[config.mk]
export PLATFORM = sky130hd
export DESIGN_NAME = pa_mds_seq
export DESIGN_NICKNAME = d
export VERILOG_FILES = /design/src/rtl/pa_mds_seq.sv
export SDC_FILE = /design/constraint.sdc
export NUM_CORES = 1
export LEC_CHECK = 0
export CAP_MARGIN = 20
export CORE_UTILIZATION = 47
export DETAILED_ROUTE_END_ITERATION = 8
export GPL_ROUTABILITY_DRIVEN = 0
export PLACE_DENSITY = 0.78
export SLEW_MARGIN = 30
export SYNTH_ARGS = -nofsm -noshare
export SYNTH_HDL_FRONTEND = slang
export SYNTH_SLANG_ARGS = --single-unit
export TNS_END_PERCENT = 30
[constraint.sdc]
create_clock -name __clk -period 2.15 [get_ports __clk]
set_clock_uncertainty 0.1 [all_clocks]
set_input_delay 0.5375 -clock __clk [delete_from_list [all_inputs] [get_ports __clk]]
set_output_delay 0.5375 -clock __clk [all_outputs]
set_load 0.03 [all_outputs]
[src/rtl/pa_mds_seq.sv]
// Step sequencer for multiply / divide / multi-bit shift on the P-A ALU datapath.
// Optional divide-overflow check is compiled in with `define PA_MDS_DIV_OVF_EN.
//
// state | meaning
// IDLE  | waiting for start; all outputs low
// PREP  | operand load into AT (strob1, no ALU op); divide sign q cleared
// PH1   | phase 1 of a step: ALU select, strob1, ALU feedback captured
// PH2   | phase 2 of a step: strob2, AT shift, AC write; step counter decrements
// FIN   | one-cycle done pulse
module pa_mds_seq #(
  parameter int unsigned STEPS = 16,
  parameter int unsigned CNT_W = 5
) (
  input  logic       __clk,
  input  logic       rst_,
  input  logic       start,
  input  logic [1:0] op,
  input  logic [3:0] shc_n,
  input  logic       abort,
  input  logic       s0,
  input  logic       carry_,
  input  logic       at15_,
  output logic       busy,
  output logic       done,
  output logic       alu_apb,
  output logic       alu_amb,
  output logic       strob1,
  output logic       strob2,
  output logic       as2,
  output logic       eat0,
  output logic       w_ac,
  output logic       ovf
);

  typedef enum logic [2:0] {
    S_IDLE = 3'd0,
    S_PREP = 3'd1,
    S_PH1  = 3'd2,
    S_PH2  = 3'd3,
    S_FIN  = 3'd4
  } state_t;

  localparam logic [1:0]       OP_MUL  = 2'd0;
  localparam logic [1:0]       OP_DIV  = 2'd1;
  localparam logic [1:0]       OP_SHC  = 2'd2;
  localparam logic [CNT_W-1:0] STEPS_C = CNT_W'(STEPS);

  state_t           state_q, state_d;
  logic [CNT_W-1:0] cnt_q, cnt_d;
  logic [1:0]       op_q, op_d;
  logic             q_q, q_d;
  logic             s0_q, s0_d;
  logic             cy_q, cy_d;
  logic             act_q, act_d;
  logic             ovf_q, ovf_d;
  logic             is_mul, is_div;

  assign is_mul = (op_q == OP_MUL);
  assign is_div = (op_q == OP_DIV);
  assign ovf    = ovf_q;

  always_ff @(posedge __clk or negedge rst_) begin
    if (!rst_) begin
      state_q <= S_IDLE;
      cnt_q   <= '0;
      op_q    <= OP_MUL;
      q_q     <= 1'b0;
      s0_q    <= 1'b0;
      cy_q    <= 1'b0;
      act_q   <= 1'b0;
      ovf_q   <= 1'b0;
    end else begin
      state_q <= state_d;
      cnt_q   <= cnt_d;
      op_q    <= op_d;
      q_q     <= q_d;
      s0_q    <= s0_d;
      cy_q    <= cy_d;
      act_q   <= act_d;
      ovf_q   <= ovf_d;
    end
  end

  always_comb begin
    state_d = state_q;
    cnt_d   = cnt_q;
    op_d    = op_q;
    q_d     = q_q;
    s0_d    = s0_q;
    cy_d    = cy_q;
    act_d   = act_q;
    ovf_d   = ovf_q;
    busy    = 1'b0;
    done    = 1'b0;
    alu_apb = 1'b0;
    alu_amb = 1'b0;
    strob1  = 1'b0;
    strob2  = 1'b0;
    as2     = 1'b0;
    eat0    = 1'b0;
    w_ac    = 1'b0;

    case (state_q)
      S_IDLE: begin
        if (start) begin
          op_d  = op;
          ovf_d = 1'b0;
          // reserved op 3 runs as a zero-length shift
          if (op == OP_MUL || op == OP_DIV) cnt_d = STEPS_C;
          else if (op == OP_SHC)            cnt_d = CNT_W'(shc_n);
          else                              cnt_d = '0;
          state_d = S_PREP;
        end
      end
      S_PREP: begin
        busy    = 1'b1;
        strob1  = 1'b1;
        q_d     = 1'b0;
        state_d = (cnt_q == '0) ? S_FIN : S_PH1;
      end
      S_PH1: begin
        busy   = 1'b1;
        strob1 = 1'b1;
        if (is_mul) begin
          alu_apb = ~at15_;
        end else if (is_div) begin
          // non-restoring divide: subtract after a positive partial remainder
          alu_apb = q_q;
          alu_amb = ~q_q;
          q_d     = s0;
        end
        act_d   = alu_apb | alu_amb;
        s0_d    = s0;
        cy_d    = ~carry_;
        state_d = S_PH2;
`ifdef PA_MDS_DIV_OVF_EN
        if (is_div && cnt_q == STEPS_C && !s0) ovf_d = 1'b1;
`endif
      end
      S_PH2: begin
        busy   = 1'b1;
        strob2 = 1'b1;
        as2    = 1'b1;
        w_ac   = act_q;
        if (is_mul)      eat0 = cy_q;
        else if (is_div) eat0 = ~s0_q;
        cnt_d   = cnt_q - CNT_W'(1);
        state_d = (cnt_d == '0) ? S_FIN : S_PH1;
`ifdef PA_MDS_DIV_OVF_EN
        if (ovf_q) begin
          as2     = 1'b0;
          eat0    = 1'b0;
          w_ac    = 1'b0;
          state_d = S_FIN;
        end
`endif
      end
      S_FIN: begin
        busy    = 1'b1;
        done    = 1'b1;
        state_d = S_IDLE;
      end
      default: state_d = S_IDLE;
    endcase

    if (abort && state_q != S_IDLE) begin
      done    = 1'b0;
      state_d = S_IDLE;
    end
  end

endmodule

==> results.json, run 1 <==
{
  "start_util": 0.5032,
  "cts_tree": "yes",
  "intPower_uw": 947.6,
  "start_kind": "input port",
  "min_period_over_period": 0.9980,
  "synth_seq_cells": 14,
  "yosysTopAreaCellShare": 0.3989,
  "dp_hpwl_um": 1472,
  "vias": 801,
  "crit_fanout": 2,
  "drv_slew": 0,
  "final_nets": 143,
  "hold_viol": 0,
  "min_path_type": "register to register",
  "clock_path_buffers": 2,
  "switching_share": 0.4396,
  "grt_usage": 0.2057,
  "pre_cts_ws_ns": 0.01302,
  "critPathArrivalTime_ns": 1.51,
  "final_cells": 152,
  "die_h_um": 45.23,
  "ir_drop_mv": 0.7745,
  "htree_levels": 1,
  "core_area_sq_um": 1745,
  "required_ns": 1.51,
  "grt_first_pass_wirelength_um": 2946,
  "r2r_slack_ns": 0.36,
  "crit_type": "input port to output pin",
  "numClockSinks": 14,
  "num_io_pins": 23,
  "synth_area_leaders": "dfrtp_1 (40%), a21oi_1 (6.3%), nor2_1 (5.6%)",
  "synth_warnings": 0,
  "drive_gt1_frac": 0.3307,
  "yosysSeqAreaShare": 0.3989,
  "synth-xor-area-share": 0.02991,
  "leakagePower_uw": 0.0005238,
  "fin_crit_ns": 2.146,
  "dp.cells": 143,
  "synth_compound_area_frac": 0.1724,
  "wl_um": 2009,
  "pwr-share-comb": 0.588,
  "p_per_area_nw_per_um2": 1408,
  "ys.flop_type": "dfrtp_1",
  "synth_top_family_by_area": "simple AND/OR/NAND/NOR gates",
  "placed_cell_area_sq_um": 1105,
  "drc": 0,
  "synth_top_cell_by_area": "dfrtp_1",
  "root_buffer": "clkbuf_4",
  "report.power.total_uw": 1691,
  "path_clk_slew_ns": 0.08,
  "synth_fp_nets": 110,
  "portBuffers": 21,
  "clock_latency_ns": 0.28,
  "final_util": 0.6882,
  "max_freq_mhz": 466.0,
  "syn_avg_cell_area_sq_um": 9.246,
  "synth_fa_ha_area_frac": 0.02849,
  "ant_nets": 0,
  "r2r-start": "state_q[2]",
  "vias_per_cell": 5.270,
  "drt_first_pass_iters": 4,
  "crit_start": "at15_",
  "p_switching_uw": 743.4,
  "antenna_found_initial": 0,
  "dieArea_sq_um": 2046,
  "cts_buffers": 3,
  "num_rows": 15,
  "diodes": 0,
  "r2r_cells": 5,
  "initialDrtViolationCount": 16,
  "avgRoutedWirePerCell_um": 13.22,
  "synth_cell_types": 36,
  "power.share.sequential": 0.300,
  "grt_pass1_vias": 703,
  "grt_max_degree": 15,
  "area_growth_pct": 36.75,
  "cp-end-kind": "output pin",
  "setup_viol": 0,
  "postLayoutCellArea_sq_um": 1201,
  "cap_violations": 0,
  "syn_inst": 95,
  "ys_async_sr_fraction": 1.000,
  "setup_slack_ns": 0.004241,
  "syn_area_sq_um": 878.3,
  "crit_end": "alu_apb",
  "pwr-share-clk": 0.112,
  "synth_edf_count": 0,
  "grt.overflow.total": 0,
  "yosys.area_share.simple": 0.2692,
  "synthMuxAreaShare": 0.01282,
  "fp.dieW_um": 45.23,
  "reg2reg_to": "cnt_q[3]",
  "outcome": "finished, final reports clean"
}
synthesized netlist by cell type (3+ instances only):
master	number
a21oi_1	11
dfrtp_1	14
nand2_1	7
nor2_1	13
nand3b_1	3
xnor2_1	3
a311oi_1	3
inv_1	5
o21ai_0	4
power by group through the flow:
| stage | clock [uW] | sequential, uW | combinational, uW |
|---|---|---|---|
| 6_report | 190 | 507 | 995 |
| 5_1_grt | 206 | 521 | 1080 |
| 4_1_cts | 195 | 509 | 922 |
| 3_5_place_dp | 0 | 530 | 874 |
| 3_3_place_gp | 0 | 516 | 850 |
| 2_1_floorplan | 0 | 463 | 705 |
critical path, stage by stage:
cell and delay, ns:
clkdlybuf4s50_1 0.41, a21oi_2 0.17, nand2_2 0.09, a21oi_2 0.14
buf_6 0.15
stage by stage:
stage	hold WS (ns)	TNS, ns
floorplan	0.1419	0
global placement	0.3950	0
detailed placement	0.4005	0
CTS	0.4209	0
global route	0.4481	-0.03624
finish	0.4154	0
registers in the layout, indices dropped and copies added, names as in the netlist:
register,cells
act_q,1
cnt_q,5
cy_q,1
op_q,2
q_q,1
s0_q,1
state_q,3
worst min path at each step:
| stage | from | endpoint | slack (ns) | depth (start not counted) |
|---|---|---|---|---|
| 2_1_floorplan | rst_ | act_q | 0.14 | 0 |
| 3_3_place_gp | s0_q | s0_q | 0.40 | 1 |
| 3_5_place_dp | s0_q | s0_q | 0.40 | 1 |
| 4_1_cts | s0_q | s0_q | 0.42 | 1 |
| 5_1_grt | s0_q | s0_q | 0.45 | 1 |
| 6_report | s0_q | s0_q | 0.42 | 1 |
cells in the final DEF, fill, tap and decap left out, types with 3 or more instances in the layout:
cell type	synthesis	layout
a21oi_1	11	9
a21oi_2	1	3
a311oi_1	3	3
buf_4	2	20
clkbuf_4	0	3
clkdlybuf4s50_1	0	12
dfrtp_1	14	12
inv_1	5	5
nand2_1	7	6
nand3b_1	3	3
nor2_1	13	13
o21ai_0	4	4
xnor2_1	3	3
cell type report:
type,count,area [sq um]
Clock buffer,4,36.28
Sequential cell,14,352.8
Timing Repair Buffer,33,281.5
Tap cell,25,31.28
Inverter,6,22.52
Multi-Input combinational cell,70,476.7
Fill cell,147,544.3
routing by layer:
| metal | GRT usage | up-vias | wire length [um] |
|---|---|---|---|
| met5 | 0 | - | 0 |
| met4 | 0.04848 | 0 | 14 |
| met3 | 0.07200 | 2 | 66 |
| met2 | 0.3507 | 16 | 1044 |
| met1 | 0.2475 | 388 | 883 |
| li1 | - | 395 | - |
timing repair:
action	4_1_cts	5_1_grt
resized for setup	2	5
pin swaps	1	0
buffers inserted	2	3
endpoints found under the setup margin	1	1
hold buffers	0	0
cells by family after synthesis:
| family | after synthesis |
|---|---|
| simple gates | 40 |
| compound gates | 23 |
| flops | 14 |
| buf+inv | 11 |
| xor+xnor | 3 |
| fa+ha+maj | 2 |
| other cells | 1 |
| mux | 1 |
(Power assumes the default switching activity.)
==> run 2, diff against run 1 <==
--- a/config.mk
+++ b/config.mk
@@ -6,10 +6,10 @@
 export NUM_CORES = 1
 export LEC_CHECK = 0
 export CAP_MARGIN = 20
-export CORE_UTILIZATION = 47
+export CORE_UTILIZATION = 39
 export DETAILED_ROUTE_END_ITERATION = 8
 export GPL_ROUTABILITY_DRIVEN = 0
-export PLACE_DENSITY = 0.78
+export PLACE_DENSITY = 0.66
 export SLEW_MARGIN = 30
 export SYNTH_ARGS = -nofsm -noshare
 export SYNTH_HDL_FRONTEND = slang
==> constraint.sdc (replaced) <==
create_clock -name __clk -period 2.6 [get_ports __clk]
set_clock_uncertainty 0.1 [all_clocks]
set_input_delay 0.65 -clock __clk [delete_from_list [all_inputs] [get_ports __clk]]
set_output_delay 0.65 -clock __clk [all_outputs]
set_load 0.03 [all_outputs]
==> run 2 against run 1 <==
Sequential share of layout area rose by 1.1 points. Cell count decreased by 2.0%. Non-clock buffer count decreased by 5.
==> results.json, run 2 (synthesized netlist as in run 1, its figures left out) <==
{
  "outcome": "finished, final reports clean",
  "grt_first_pass_wirelength_um": 3001,
  "rsz0062_at_grt": "false",
  "fp.dieW_um": 49.46,
  "reg2reg_to": "cnt_q[3]",
  "area_growth_pct": 30.91,
  "drc": 0,
  "htree_levels": 1,
  "max_freq_mhz": 420.2,
  "layout_common_cells": "dfrtp_1 (14), nor2_1 (13), clkdlybuf4s50_1 (12)",
  "final_nets": 138,
  "worstPathCellList": "nor3b_2, nand2_1, nor2_1, dlygate4sd2_1",
  "vias_per_cell": 5.295,
  "numClockSinks": 14,
  "dp.cells": 145,
  "vias": 789,
  "clock_latency_ns": 0.29,
  "r2r_slack_ns": 0.82,
  "required_ns": 1.85,
  "drv_slew": 0,
  "min_path_type": "register to register",
  "crit_end": "alu_amb",
  "whs_ns": 0.4162,
  "grt.overflow.total": 0,
  "cts_tree": "yes",
  "r2r_cells": 5,
  "root_buffer": "clkbuf_4",
  "clock_path_buffers": 2,
  "start_util": 0.4301,
  "drive_gt1_frac": 0.1967,
  "dp_hpwl_um": 1361,
  "critPathArrivalTime_ns": 1.63,
  "grt_max_degree": 15,
  "r2r-start": "state_q[2]",
  "reg.largest.list": "cnt_q (5), state_q (3), op_q (2)",
  "cap_violations": 0,
  "max_slew_margin": 0.5739,
  "portBuffers": 21,
  "crit_fanout": 9,
  "fin_crit_ns": 2.380,
  "leakagePower_uw": 0.0005296,
  "num_rows": 16,
  "p_per_area_nw_per_um2": 1132,
  "drt_first_pass_iters": 4,
  "setup_viol": 0,
  "wl_met1_um": 855,
  "diodes": 0,
  "dieArea_sq_um": 2446,
  "ir_drop_mv": 0.6080,
  "layout_commonest_cell": "dfrtp_1",
  "wl_met2_um": 811,
  "avgRoutedWirePerCell_um": 11.87,
  "num_io_pins": 23,
  "hold_viol": 0,
  "cts_buffers": 3,
  "regMostFlops": "cnt_q",
  "highest_layer": "met4",
  "largest_reg_flops": 5,
  "antenna_found_initial": 0,
  "crit_type": "register to output pin",
  "slowest_stage": "dfrtp_1",
  "core_area_sq_um": 2042,
  "start_kind": "register",
  "final_cells": 149,
  "wl_met3_um": 60,
  "num-fill-cells": 198,
  "report.power.total_uw": 1302,
  "finalSetupTns_ns": 0,
  "crit_start": "state_q[1]",
  "grt_usage": 0.1642,
  "path_clk_slew_ns": 0.09,
  "grt_pass1_vias": 705,
  "slowest_delay_ns": 0.50,
  "wl_um": 1769,
  "cp-end-kind": "output pin",
  "worstMarginPinSlew_ns": 0.6372,
  "initialDrtViolationCount": 11,
  "cts_setup_buffers": 0,
  "min_period_over_period": 0.9152,
  "final_util": 0.5631,
  "ant_nets": 0,
  "die_h_um": 49.46
}
run 2: changes by cell type in the layout (fill, tap and decap cells not counted), sizes merged:
cell	before	now
dlymetal6s2s	0	1
dlygate4sd2	0	6
buf	21	9
run 2: per-stage QoR:
step / worst slack (ns) / cell area [sq um]
2_1_floorplan: 0.1596 / 878.3
3_3_place_gp: 0.2584 / 1119
3_5_place_dp: 0.2633 / 1119
4_1_cts: 0.04809 / 1147
5_1_grt: 0.09731 / 1150
6_report: 0.2204 / 1150
run 2: routing by layer:
layer | vias up | GRT usage
met5 | - | 0
met4 | 0 | 0.08571
met3 | 5 | 0.01852
met2 | 14 | 0.2511
met1 | 384 | 0.2272
li1 | 386 | -
run 2: layout make-up:
class / instances / area [sq um] / share of cell area
multi-input cells: 70 / 454.2 / 0.3950
flip-flops and latches: 14 / 350.3 / 0.3047
repair buffers: 28 / 252.7 / 0.2198
clock buffers: 4 / 36.28 / 0.03156
well taps: 27 / 33.78 / 0.02938
inverters: 6 / 22.52 / 0.01959
run 2: worst max-delay path, delay by kind of cell (launching register included):
kind                   cells  cell delay [ns]
buffers and inverters      1             0.40
and+or+nand+nor            3             0.44
DFF                        1             0.50
run 2: worst min path at each step:
stage,start,endpoint,depth (start not counted)
after floorplan,rst_,act_q,0
after global placement,s0_q,s0_q,1
after detailed placement,s0_q,s0_q,1
after CTS,s0_q,s0_q,1
after global routing,s0_q,s0_q,1
final,s0_q,s0_q,1
run 2: repair_timing:
| item | CTS | global route |
|---|---|---|
| endpoints found under the hold margin | 0 | 0 |
| endpoints found under the setup margin | 6 | 1 |
| hold buffers | 0 | 0 |
| gates resized for setup | 6 | 1 |
run 2: power breakdown:
| part | switching [uW] | internal, uW |
|---|---|---|
| clock network | 76.9 | 85.4 |
| registers | 97.4 | 318 |
| logic | 402 | 322 |
| total | 576 | 726 |
